$ cat src/rtl/div32_seq.sv
// Sequential radix-2 non-restoring divider. Produces {remainder, quotient} in the
// HI/LO layout, one quotient bit per clock, with start/busy/done handshaking.
module div32_seq #(
    parameter int WIDTH = 32
) (
    input  logic                 clk,
    input  logic                 clr,
    input  logic                 start,
    input  logic                 signed_op,
    input  logic [WIDTH-1:0]     dividend,
    input  logic [WIDTH-1:0]     divisor,
    output logic                 busy,
    output logic                 done,
    output logic                 dbz,
    output logic [2*WIDTH-1:0]   result
);

    localparam int CW = $clog2(WIDTH) + 1;

    typedef enum logic [1:0] {
        S_IDLE,
        S_CALC,
        S_FIX,
        S_DONE
    } state_t;

    state_t               state_q;
    logic [WIDTH:0]       rem_q;
    logic [WIDTH-1:0]     quo_q;
    logic [WIDTH-1:0]     div_q;
    logic                 neg_q_q;
    logic                 neg_r_q;
    logic [CW-1:0]        cnt_q;
    logic                 busy_q;
    logic                 done_q;
    logic                 dbz_q;
    logic [2*WIDTH-1:0]   result_q;

    logic [WIDTH-1:0]     dvd_mag_d;
    logic [WIDTH-1:0]     dvs_mag_d;
    logic [WIDTH:0]       d_ext_d;
    logic [WIDTH:0]       rem_shift_d;
    logic [WIDTH:0]       rem_step_d;
    logic [WIDTH-1:0]     rem_fix_d;
    logic [WIDTH-1:0]     quo_out_d;
    logic [WIDTH-1:0]     rem_out_d;

    // The most-negative operand negates to itself, which read unsigned is 2^(WIDTH-1).
    always_comb begin
        dvd_mag_d = dividend;
        dvs_mag_d = divisor;
        if (signed_op && dividend[WIDTH-1]) begin
            dvd_mag_d = -dividend;
        end
        if (signed_op && divisor[WIDTH-1]) begin
            dvs_mag_d = -divisor;
        end
    end

    // Remainder arithmetic wraps at WIDTH+1 bits; the retained value always lies in [-D, D).
    always_comb begin
        d_ext_d     = {1'b0, div_q};
        rem_shift_d = {rem_q[WIDTH-1:0], quo_q[WIDTH-1]};
        rem_step_d  = rem_q[WIDTH] ? (rem_shift_d + d_ext_d) : (rem_shift_d - d_ext_d);
        rem_fix_d   = rem_q[WIDTH] ? (rem_q[WIDTH-1:0] + div_q) : rem_q[WIDTH-1:0];
        quo_out_d   = neg_q_q ? -quo_q : quo_q;
        rem_out_d   = neg_r_q ? -rem_fix_d : rem_fix_d;
    end

    always_ff @(posedge clk) begin
        if (clr) begin
            state_q  <= S_IDLE;
            rem_q    <= '0;
            quo_q    <= '0;
            div_q    <= '0;
            neg_q_q  <= 1'b0;
            neg_r_q  <= 1'b0;
            cnt_q    <= '0;
            busy_q   <= 1'b0;
            done_q   <= 1'b0;
            dbz_q    <= 1'b0;
            result_q <= '0;
        end else begin
            case (state_q)
                S_IDLE: begin
                    if (start) begin
                        neg_q_q <= signed_op & (dividend[WIDTH-1] ^ divisor[WIDTH-1]);
                        neg_r_q <= signed_op & dividend[WIDTH-1];
                        rem_q   <= '0;
                        div_q   <= dvs_mag_d;
                        cnt_q   <= CW'(WIDTH);
                        busy_q  <= 1'b1;
                        if (divisor == '0) begin
                            // Raw dividend is parked in the quotient register for the HI word.
                            quo_q   <= dividend;
                            state_q <= S_DONE;
                        end else begin
                            quo_q   <= dvd_mag_d;
                            state_q <= S_CALC;
                        end
                    end
                end
                S_CALC: begin
                    rem_q <= rem_step_d;
                    quo_q <= {quo_q[WIDTH-2:0], ~rem_step_d[WIDTH]};
                    cnt_q <= cnt_q - CW'(1);
                    if (cnt_q == CW'(1)) begin
                        state_q <= S_FIX;
                    end
                end
                S_FIX: begin
                    result_q <= {rem_out_d, quo_out_d};
                    dbz_q    <= 1'b0;
                    done_q   <= 1'b1;
                    busy_q   <= 1'b0;
                    state_q  <= S_DONE;
                end
                S_DONE: begin
                    if (done_q) begin
                        done_q  <= 1'b0;
                        state_q <= S_IDLE;
                    end else begin
                        // Reached straight from IDLE on a zero divisor: report it now.
                        result_q <= {quo_q, {WIDTH{1'b1}}};
                        dbz_q    <= 1'b1;
                        done_q   <= 1'b1;
                        busy_q   <= 1'b0;
                    end
                end
                default: begin
                    state_q <= S_IDLE;
                end
            endcase
        end
    end

    assign busy   = busy_q;
    assign done   = done_q;
    assign dbz    = dbz_q;
    assign result = result_q;

endmodule

$ cat config.mk
export PLATFORM = sky130hd
export DESIGN_NAME = div32_seq
export DESIGN_NICKNAME = d
export VERILOG_FILES = /design/src/rtl/div32_seq.sv
export SDC_FILE = /design/constraint.sdc
export NUM_CORES = 1
export LEC_CHECK = 0
export ABC_AREA = 1
export CORE_AREA = 2 2 178 180
export CTS_CLUSTER_DIAMETER = 100
export CTS_CLUSTER_SIZE = 8
export DETAILED_ROUTE_END_ITERATION = 7
export DIE_AREA = 0 0 180 182
export PLACE_DENSITY = 0.75
export SLEW_MARGIN = 0
export SYNTH_ARGS = -nofsm -noshare
export SYNTH_HDL_FRONTEND = slang
export SYNTH_SLANG_ARGS = --single-unit
export TNS_END_PERCENT = 5
$ cat constraint.sdc
create_clock -name clk -period 5.25 [get_ports clk]
set_clock_uncertainty 0.15 [all_clocks]
set_input_delay 0.525 -clock clk [delete_from_list [all_inputs] [get_ports clk]]
set_output_delay 0.525 -clock clk [all_outputs]
set_load 0.005 [all_outputs]
# After elaboration in Yosys (flattened, before gate mapping)

Index checks and enable logic that the tools add are counted.

Register bits after elaboration: 174
Word-level logic and storage cells: 70
Input bits: 68
Output and inout port bits: 67

Bitwise gates (word level): 4
Reductions and logical operators: 12
$add $sub $neg: 8
Equality and inequality tests: 8
Multiplexer cells: 27

Operator list:

| kind                                                               | number |
|---|---|
| 32-bit 2-to-1 mux                                                  | 7 |
| 32-bit negation                                                    | 4 |
| 64-bit one-hot mux with 2 select lines                             | 1 |
| 33-bit 2-to-1 mux                                                  | 2 |
| 33-bit one-hot mux with 2 select lines                             | 1 |
| 64-bit 2-to-1 mux                                                  | 1 |
| 32-bit one-hot mux with 2 select lines                             | 1 |
| 33-bit by 32-bit adder with 33-bit output                          | 1 |
| 33-bit by 32-bit subtractor with 33-bit output                     | 1 |
| 32-bit adder                                                       | 1 |
| 32-bit logical NOT                                                 | 1 |
| 6-bit one-hot mux with 2 select lines                              | 1 |
| 2-bit 2-to-1 mux                                                   | 4 |
| 2-bit inequality test, second input constant                       | 4 |
| 2-bit one-hot mux with 4 select lines                              | 1 |
| 6-bit by 1-bit == test with 1-bit output, second input constant    | 1 |
| 6-bit 2-to-1 mux                                                   | 1 |
| 2-bit AND reduction                                                | 3 |
| 3-bit AND reduction                                                | 2 |
| 6-bit by 1-bit subtractor with 6-bit output, second input constant | 1 |
| 2-bit == test, second input constant                               | 2 |
| 1-bit 2-to-1 mux                                                   | 4 |
| 1-bit one-hot mux with 2 select lines                              | 2 |
| 2-bit nonzero test                                                 | 2 |
| 8 further kinds                                                    | 10 |

# Depth between registers and ports, before layout

Gate-level depths: netlist of the first run.

Depth after elaboration: 5
Mapped depth: 25
Mapped depth without buffers: 23

# Worst setup path after synthesis of the first run

Ideal clock, no wire load.

Path type: register to register
Start point: register rem_q[32]
End point: register quo_q[0]
Data required time: 4,984 ps
Setup slack: 1,392 ps
Setup time: 116 ps
Arrival time: 3,593 ps
Path buffers: 5
Period minus slack after synthesis: 3,858 ps
Stages on the path, launching flop included: 24
Path through: dfxtp_1 buf_6 clkbuf_1 clkbuf_1 clkbuf_1 buf_1 nand2_1 o21ai_0 inv_1 fa_1 inv_1 nand3_1 nand2_1 nand2_1 nand2_1 a21oi_1 o21ai_0 inv_1 o221ai_1 nand3_1 nand2_1 or2_0 nand2_1 and3_1

Cells in the longest elaborated chain, start to end: 3

RTL lines:

| what                                   | RTL line | text |
|---|---|---|
| start, declared                        | 28       | `logic [WIDTH:0] rem_q;` |
| start signal, assigned                 | 104      | `rem_q <= rem_step_d;` |
| 33-bit 2-to-1 mux                      | 64       | `rem_step_d = rem_q[WIDTH] ? (rem_shift_d + d_ext_d) : (rem_shift_d - d_ext_d);` |
| 1-bit NOT                              | 105      | `quo_q <= {quo_q[WIDTH-2:0], ~rem_step_d[WIDTH]};` |
| 32-bit one-hot mux with 2 select lines | 84       | `case (state_q)` |
| end signal, assigned                   | 95       | `quo_q <= dividend;` |
| end signal, assigned                   | 98       | `quo_q <= dvd_mag_d;` |
| end signal, assigned                   | 105      |  |
| end, declared                          | 29       | `logic [WIDTH-1:0] quo_q;` |

Every way passes these cells.
A chain may end at the register's enable or synchronous reset.

# Worst setup path after layout of the first run

Start point: register div_q[1]
End point: register rem_q[32]

Cells in the longest elaborated chain, start to end: 3
Elaborated cells between the ends (all ways): 4
Classes of those cells: add/sub (2); mux (2)

RTL lines:

| what                                                                                                               | RTL line | text |
|---|---|---|
| start, declared                                                                                                    | 30       | `logic [WIDTH-1:0] div_q;` |
| start signal, assigned                                                                                             | 90       | `div_q <= dvs_mag_d;` |
| 33-bit by 32-bit subtractor with 33-bit output / 33-bit by 32-bit adder with 33-bit output (equally long branches) | 64       |  |
| 33-bit 2-to-1 mux (*)                                                                                              | 64       |  |
| 33-bit one-hot mux with 2 select lines (*)                                                                         | 84       |  |

Every way passes the cells marked *; elsewhere a longest branch is shown, timed or not.

==> metrics.cfg, run 1 <==
[logic_synthesis]
synthTopCellsByArea = dfxtp_1, nand2_1, a21oi_1
synth_top_flop_cell = dfxtp_1
synth_largest_area_cell = dfxtp_1
mappedNetlistArea_sq_mm = 0.0152
post_synthesis_sequential_area_ratio_pct = 22.9
ys_types = 57
warnings_synthesis = 0
synth-seq-cells = 174
number_of_nets_in_the_synthesized_netlist = 2624
syn_inst = 2480
synth.top_cell.area_share_pct = 22.9
ys_async_sr_fraction_pct = 0
post_synth_edffs = 0
synth_area_per_cell_sq_um = 6.14

[cells_and_area]
fill_cells = 3043
final_nets = 2705
area_delta_synth_final_pct = 14.3
antenna_cells_inserted = 0
final_cell_mix = nand2_1, inv_1, a21oi_1
drive_above_1_share_pct = 7.81
mostFrequentLayoutCell = nand2_1

[detailed_routing]
detailedRoute.firstIterationViolations = 1664
drc = 2
routed_wirelength_um = 51500
drt_first_pass_iters = 8
vias = 16842
antenna_left = 0
route.detailed.wl_per_inst_um = 17.3
avgViaCountPerCell = 5.66

[floorplan]
rows = 65
die_height_um = 182
floorplan.die_area_sq_mm = 0.0328
io_pins = 135
core-area_sq_mm = 0.0310
chipWidth_um = 180
initial_utilization_pct = 49.2

[pwr]
power.net_switching_uw = 6750
p_int_uw = 5560
worst_ir_drop_vdd_v = 0.000441
pwr-share-seq_pct = 20.8
power_density_mw_per_mm2 = 707
power.total_uw = 12300
proportion_of_power_drawn_by_combinational_gates_pct = 68.4
p_sw_share_pct = 54.8
static_leakage_uw = 0.00806
clock_power_share_pct = 10.8

[sta]
maximum_operating_frequency_ghz = 0.232
finalCritPeriodShare_pct = 82.1
final-hold-violation-count = 0
final_setup_violation_count = 0
worst_slew_margin_rel_pct = 21.8
worst-slew-pin-transition_ps = 1170
rsz0062_at_grt = false
final.setup.tns_ps = 0
count_of_final_max_slew_check_failures = 0
period_needed_ps = 4310

[setup_path]
worst_path_largest_cell_delay_ps = 380
rrSetupSlack_ps = 940
cp_slowest_cell = dfxtp_1
arrival_ps = 4470
cp-end-kind = register
worst_path_most_repeated_cell = a21oi_1
critical_path_required_ps = 5410
crit_path_max_fanout = 6
critical_path_class = reg2reg
setup.worst_path.start_class = register
worstPathCellList = nor3_2, nand3_1, nor3_2, nand4_1, nor2_1, nand3_1, nor3_1, nand2_1, nor3_2, nor2_1, xor2_1, ha_1, a21oi_1, o21ai_0, a21oi_1, o21ai_0, a21oi_1, nand2_1, or2_0, nand2_1, a21oi_1

[clock_tree]
cts_resized = 0
clock-sinks = 174
clock_insertion_delay_worst_skew_ps = 460
clk_pin_slew_worst_paths_ps = 70
cts-root-to-sink-buffers = 2
cts_hold_buffers = 0
clock_tree.root_cell = clkbuf_16
number_of_h_tree_branching_levels = 4
postCtsSetupRepairBufs = 0
tritoncts = built
number_of_buffers_created_by_cts = 17

[global_route]
grt_most_used_layer = met2
use_met1_pct = 44.3
grt.met3_usage_pct = 3.15
vias_in_the_first_global_route = 15227
grt_first_pass_wirelength_um = 82000
met2_usage_pct = 48.8
antenna_violations_before_repair = 0
grt_util_all_layers_pct = 31.1
grt_overflow_total = 0
grt_start_max_net_pins = 78

[job]
timing.max_cap.violations = 0

[run_status]
run_status = complete, but fails checks
violations_in_the_final_reports = DRC

[placed_design]
hpwl_um = 40700
gp_routability_congestion = 0.946
io_buffer_count = 134

[worst_hold_path]
timing.hold.worst.class = reg2reg

metal layers:
| metal | part of all wire [%] | up-vias |
|---|---|---|
| met3 | 7.4 | 94 |
| li1 | - | 8320 |
| met1 | 46 | 7732 |
| met2 | 44 | 696 |
| met5 | 0 | - |
| met4 | 3.0 | 0 |
cells by family after synthesis:
family	Yosys count	share of synthesized area, %
buffers and inverters	394	10.1
xor gates and xnor gates	100	5.75
AOI/OAI and AO/OA	561	20.6
DFF	174	22.9
and+or+nand+nor	1175	34.4
adders and majority gates	76	6.34
power by group through the flow:
| stage | sequential, uW | clock, uW | combinational (uW) |
|---|---|---|---|
| finish | 2560 | 1330 | 8430 |
| global route | 2590 | 1400 | 9460 |
| CTS | 2530 | 1330 | 8300 |
| detailed placement | 2550 | 0 | 8250 |
| global placement | 2540 | 0 | 8150 |
| floorplan | 2240 | 0 | 6110 |
state kept, by name, indices dropped and copies added (netlist names), 2 cells and up:
| register | flops |
|---|---|
| cnt_q | 6 |
| state_q | 2 |
| rem_q | 33 |
| result | 64 |
| quo_q | 32 |
| div_q | 32 |
worst paths after layout:
kind	start	to	cells past startpoint
hold / removal	busy	busy	1
setup / recovery	div_q[1]	rem_q[32]	21
setup reg to reg	div_q[1]	rem_q[32]	21
hold reg to reg	busy	busy	1
cell type report:
cell class | instances | area [sq um] | area share [%]
multi-input combinational | 1912 | 10200 | 58.7
inverter | 306 | 1150 | 6.61
sequential | 174 | 3480 | 20.0
clock inverter | 13 | 150 | 0.862
tap | 402 | 503 | 2.89
clock buffer | 19 | 453 | 2.60
timing repair buffer | 150 | 1460 | 8.38
through the flow:
stage	setup WS, ps	hold slack [ps]	utilization (%)	instance area [sq um]	instances
2_1_floorplan	1390	295	-	15200	2480
3_3_place_gp	1050	305	54.3	16800	2944
3_5_place_dp	1060	304	54.3	16800	2944
4_1_cts	1020	324	56.2	17400	2976
5_1_grt	543	338	56.2	17400	2976
6_report	940	324	56.2	17400	2976
cell usage after synthesis, drive strengths merged, types with 4 or more instances:
cell	number
ha	74
nand4	16
o22ai	11
o21ai	191
nor3	50
o221ai	19
xor2	68
o21a	4
nand3	152
a21oi	264
nor4	9
clkbuf	66
nand2	642
or2	33
nor2	260
dfxtp	174
a31oi	26
xnor2	32
o31ai	5
buf	22
a21o	4
clkinv	4
nand3b	6
o211ai	26
inv	302
critical path: cells and delay by family, from the launching register on:
kind | cells | cell delay [ps]
compound gates | 6 | 860
flops | 1 | 380
simple gates | 13 | 2260
xor+xnor | 1 | 160
fa+ha+maj | 1 | 350
No activity file was read; power rests on OpenSTA's default activity.
==> run 2, diff against run 1 <==
- PLACE_DENSITY: 0.75 -> 0.78
- clock period: 5.25 -> 3.9 ns (I/O delays scaled with it)
==> run 2 against run 1 <==
  * The flow finishes with violations (setup timing)
  * Largest cell class unchanged
  * Cell area is 3.1% higher
  * Hold slack better by 5.0 ps
  * Sequential cell count stayed put
  * Via count is 2.4% higher
  * Power is 42% higher
  * Critical path depth stayed put
==> metrics.cfg, run 2 (synthesis results as in run 1) <==
[run_status]
run_status = complete, but fails checks
violations_in_the_final_reports = setup timing

[sta]
finalCritPeriodShare_pct = 101  ; +19 points
period_needed_ps = 3950  ; -356 ps
worst_slew_margin_rel_pct = 30.0  ; +8.1 points
layout_setup_ws_ps = -53.8  ; -994 ps
rsz0062_at_grt = true
final-hold-violation-count = 0  ; unchanged
maximum_operating_frequency_ghz = 0.253  ; +9.0%
worst-slew-pin-transition_ps = 1050  ; -123 ps
count_of_final_max_slew_check_failures = 0  ; unchanged
final_setup_violation_count = 2  ; +2

[pwr]
worst_ir_drop_vdd_v = 0.000679  ; +54%
static_leakage_uw = 0.00833  ; +3.4%
power_density_mw_per_mm2 = 974  ; +38%
power.total_uw = 17500  ; +42%

[cells_and_area]
area_delta_synth_final_pct = 17.8
largest_register_ffs = 64  ; unchanged
antenna_cells_inserted = 0  ; unchanged
drive_above_1_share_pct = 10.7  ; +2.9 points
final_cell_mix = nand2_1, inv_1, a21oi_1
mostFrequentLayoutCell = nand2_1
final_nets = 2755  ; +1.8%

[floorplan]
rows = 65  ; unchanged
die_height_um = 182  ; unchanged
chipWidth_um = 180  ; unchanged
initial_utilization_pct = 49.2  ; unchanged
io_pins = 135  ; unchanged
floorplan.die_area_sq_mm = 0.0328  ; unchanged
core-area_sq_mm = 0.0310  ; unchanged

[setup_path]
cp-end-kind = register
arrival_ps = 4200  ; -270 ps
setup.worst_path.start_class = register
critical_path_required_ps = 4140  ; -1270 ps
timing.reg2reg.worst_path_depth = 21  ; unchanged
setup.worst_path.start = div_q[2]
r2r_end = quo_q[0]
rr_startpoint = div_q[2]
endpoint = quo_q[0]
crit_path_max_fanout = 3  ; -3
critical_path_class = reg2reg
rrSetupSlack_ps = -50  ; -990 ps

[placed_design]
detailedPlace.worstSlack_ps = -55.9  ; -1110 ps
io_buffer_count = 134  ; unchanged
gp_routability_congestion = 1.00  ; +6.2%
hpwl_um = 43000  ; +5.6%

[clock_tree]
cts-root-to-sink-buffers = 2  ; unchanged
cts_hold_buffers = 0  ; unchanged
clock_tree.root_cell = clkbuf_16
number_of_buffers_created_by_cts = 17  ; unchanged
clock-sinks = 174  ; unchanged
clk_pin_slew_worst_paths_ps = 80  ; about the same
clock_insertion_delay_worst_skew_ps = 460  ; about the same
number_of_h_tree_branching_levels = 4  ; unchanged
tritoncts = built

[global_route]
vias_in_the_first_global_route = 15538  ; +2.0%
grt_first_pass_wirelength_um = 84100  ; +2.6%
grt_overflow_total = 0  ; unchanged
grt_util_all_layers_pct = 32.1  ; +0.97 points
grt_start_max_net_pins = 80  ; +2.6%
antenna_violations_before_repair = 0  ; unchanged

[detailed_routing]
route.detailed.wl_per_inst_um = 17.9  ; +3.7%
avgViaCountPerCell = 5.70  ; +0.75%
antenna_left = 0  ; unchanged
drt_first_pass_iters = 6  ; -2
drc = 0  ; -2
vias = 17253  ; +2.4%
detailedRoute.firstIterationViolations = 1873  ; +13%
routed_wirelength_um = 54300  ; +5.5%

[job]
timing.max_cap.violations = 0  ; unchanged

[worst_hold_path]
timing.hold.worst.class = reg2reg

==> run 2: cell count changes in the layout (fill, tap and decap cells not counted), moves of 3 or more <==
| cell | before | now |
|---|---|---|
| a21oi_1 | 252 | 242 |
| a21oi_2 | 12 | 22 |
| buf_4 | 17 | 65 |
| clkinv_4 | 1 | 5 |
| inv_6 | 6 | 1 |
| inv_8 | 1 | 5 |
| nand2_1 | 612 | 607 |
| nand2_2 | 24 | 29 |
| nand3_1 | 140 | 136 |
| nand3_2 | 12 | 16 |
| nor2_1 | 233 | 230 |
| nor3_4 | 3 | 6 |
| o21ai_0 | 161 | 150 |
| o21ai_1 | 24 | 34 |
==> run 2: worst min-delay path by stage <==
stage,startpoint,to,slack [ps],cells past startpoint
5_1_grt,quo_q[29],quo_q[29],350,2
3_3_place_gp,quo_q[29],quo_q[29],300,2
4_1_cts,quo_q[29],quo_q[29],330,2
6_report,quo_q[29],quo_q[29],330,2
2_1_floorplan,quo_q[29],quo_q[29],300,2
3_5_place_dp,quo_q[29],quo_q[29],310,2
==> run 2: report_power, final <==
group          total, uW  internal [uW]  switching, uW
Sequential          3300           2450            847
Combinational      12400           4450           7960
Clock               1780            919            863
==> run 2: cell type report <==
type,count,area (sq um)
Sequential cell,174,3490
Clock inverter,14,171
Timing Repair Buffer,200,1840
Fill cell,2998,13000
Multi-Input combinational cell,1912,10400
Clock buffer,18,429
Tap cell,402,503
Inverter,306,1150
==> run 2: through the flow <==
stage	area (sq um)	hold slack, ps	setup TNS (ps)	instances	util [%]
3_3_place_gp	17200	304	0	2991	55.4
3_5_place_dp	17200	315	-99.7	2991	55.4
5_1_grt	17900	349	-1170	3026	57.9
4_1_cts	17800	326	0	3023	57.4
2_1_floorplan	15200	295	0	2480	-
6_report	17900	329	-105	3026	57.9
==> run 2: repair_timing <==
| item | in CTS | in global routing |
|---|---|---|
| gates resized for setup | 4 | 45 |
| endpoints found under the setup margin | 2 | 13 |
| setup buffers | 0 | 3 |
| pin swaps | 0 | 17 |
==> run 2: critical path: stages (launching register included) <==
cell	delay, ps
dfxtp_2	340
nor3_4	250
nand3_2	120
nor3_2	210
nand4_1	220
nor2_1	200
nand3_2	130
nor3_4	210
nand2_2	100
nor3_4	200
nor2_1	70
xor2_1	160
ha_1	370
a21oi_2	180
o21ai_2	100
a21oi_2	110
o21ai_1	70
a21oi_1	130
nand2_1	80
or2_1	240
nand2_2	80
and3_1	150
==> run 2: routing by layer <==
metal | track usage [%] | vias to the layer above | routed length, um
li1 | - | 8429 | -
met1 | 45.3 | 7987 | 24300
met2 | 50.3 | 740 | 23900
met3 | 3.93 | 97 | 4380
met4 | 11.4 | 0 | 1700
met5 | 0 | - | 0
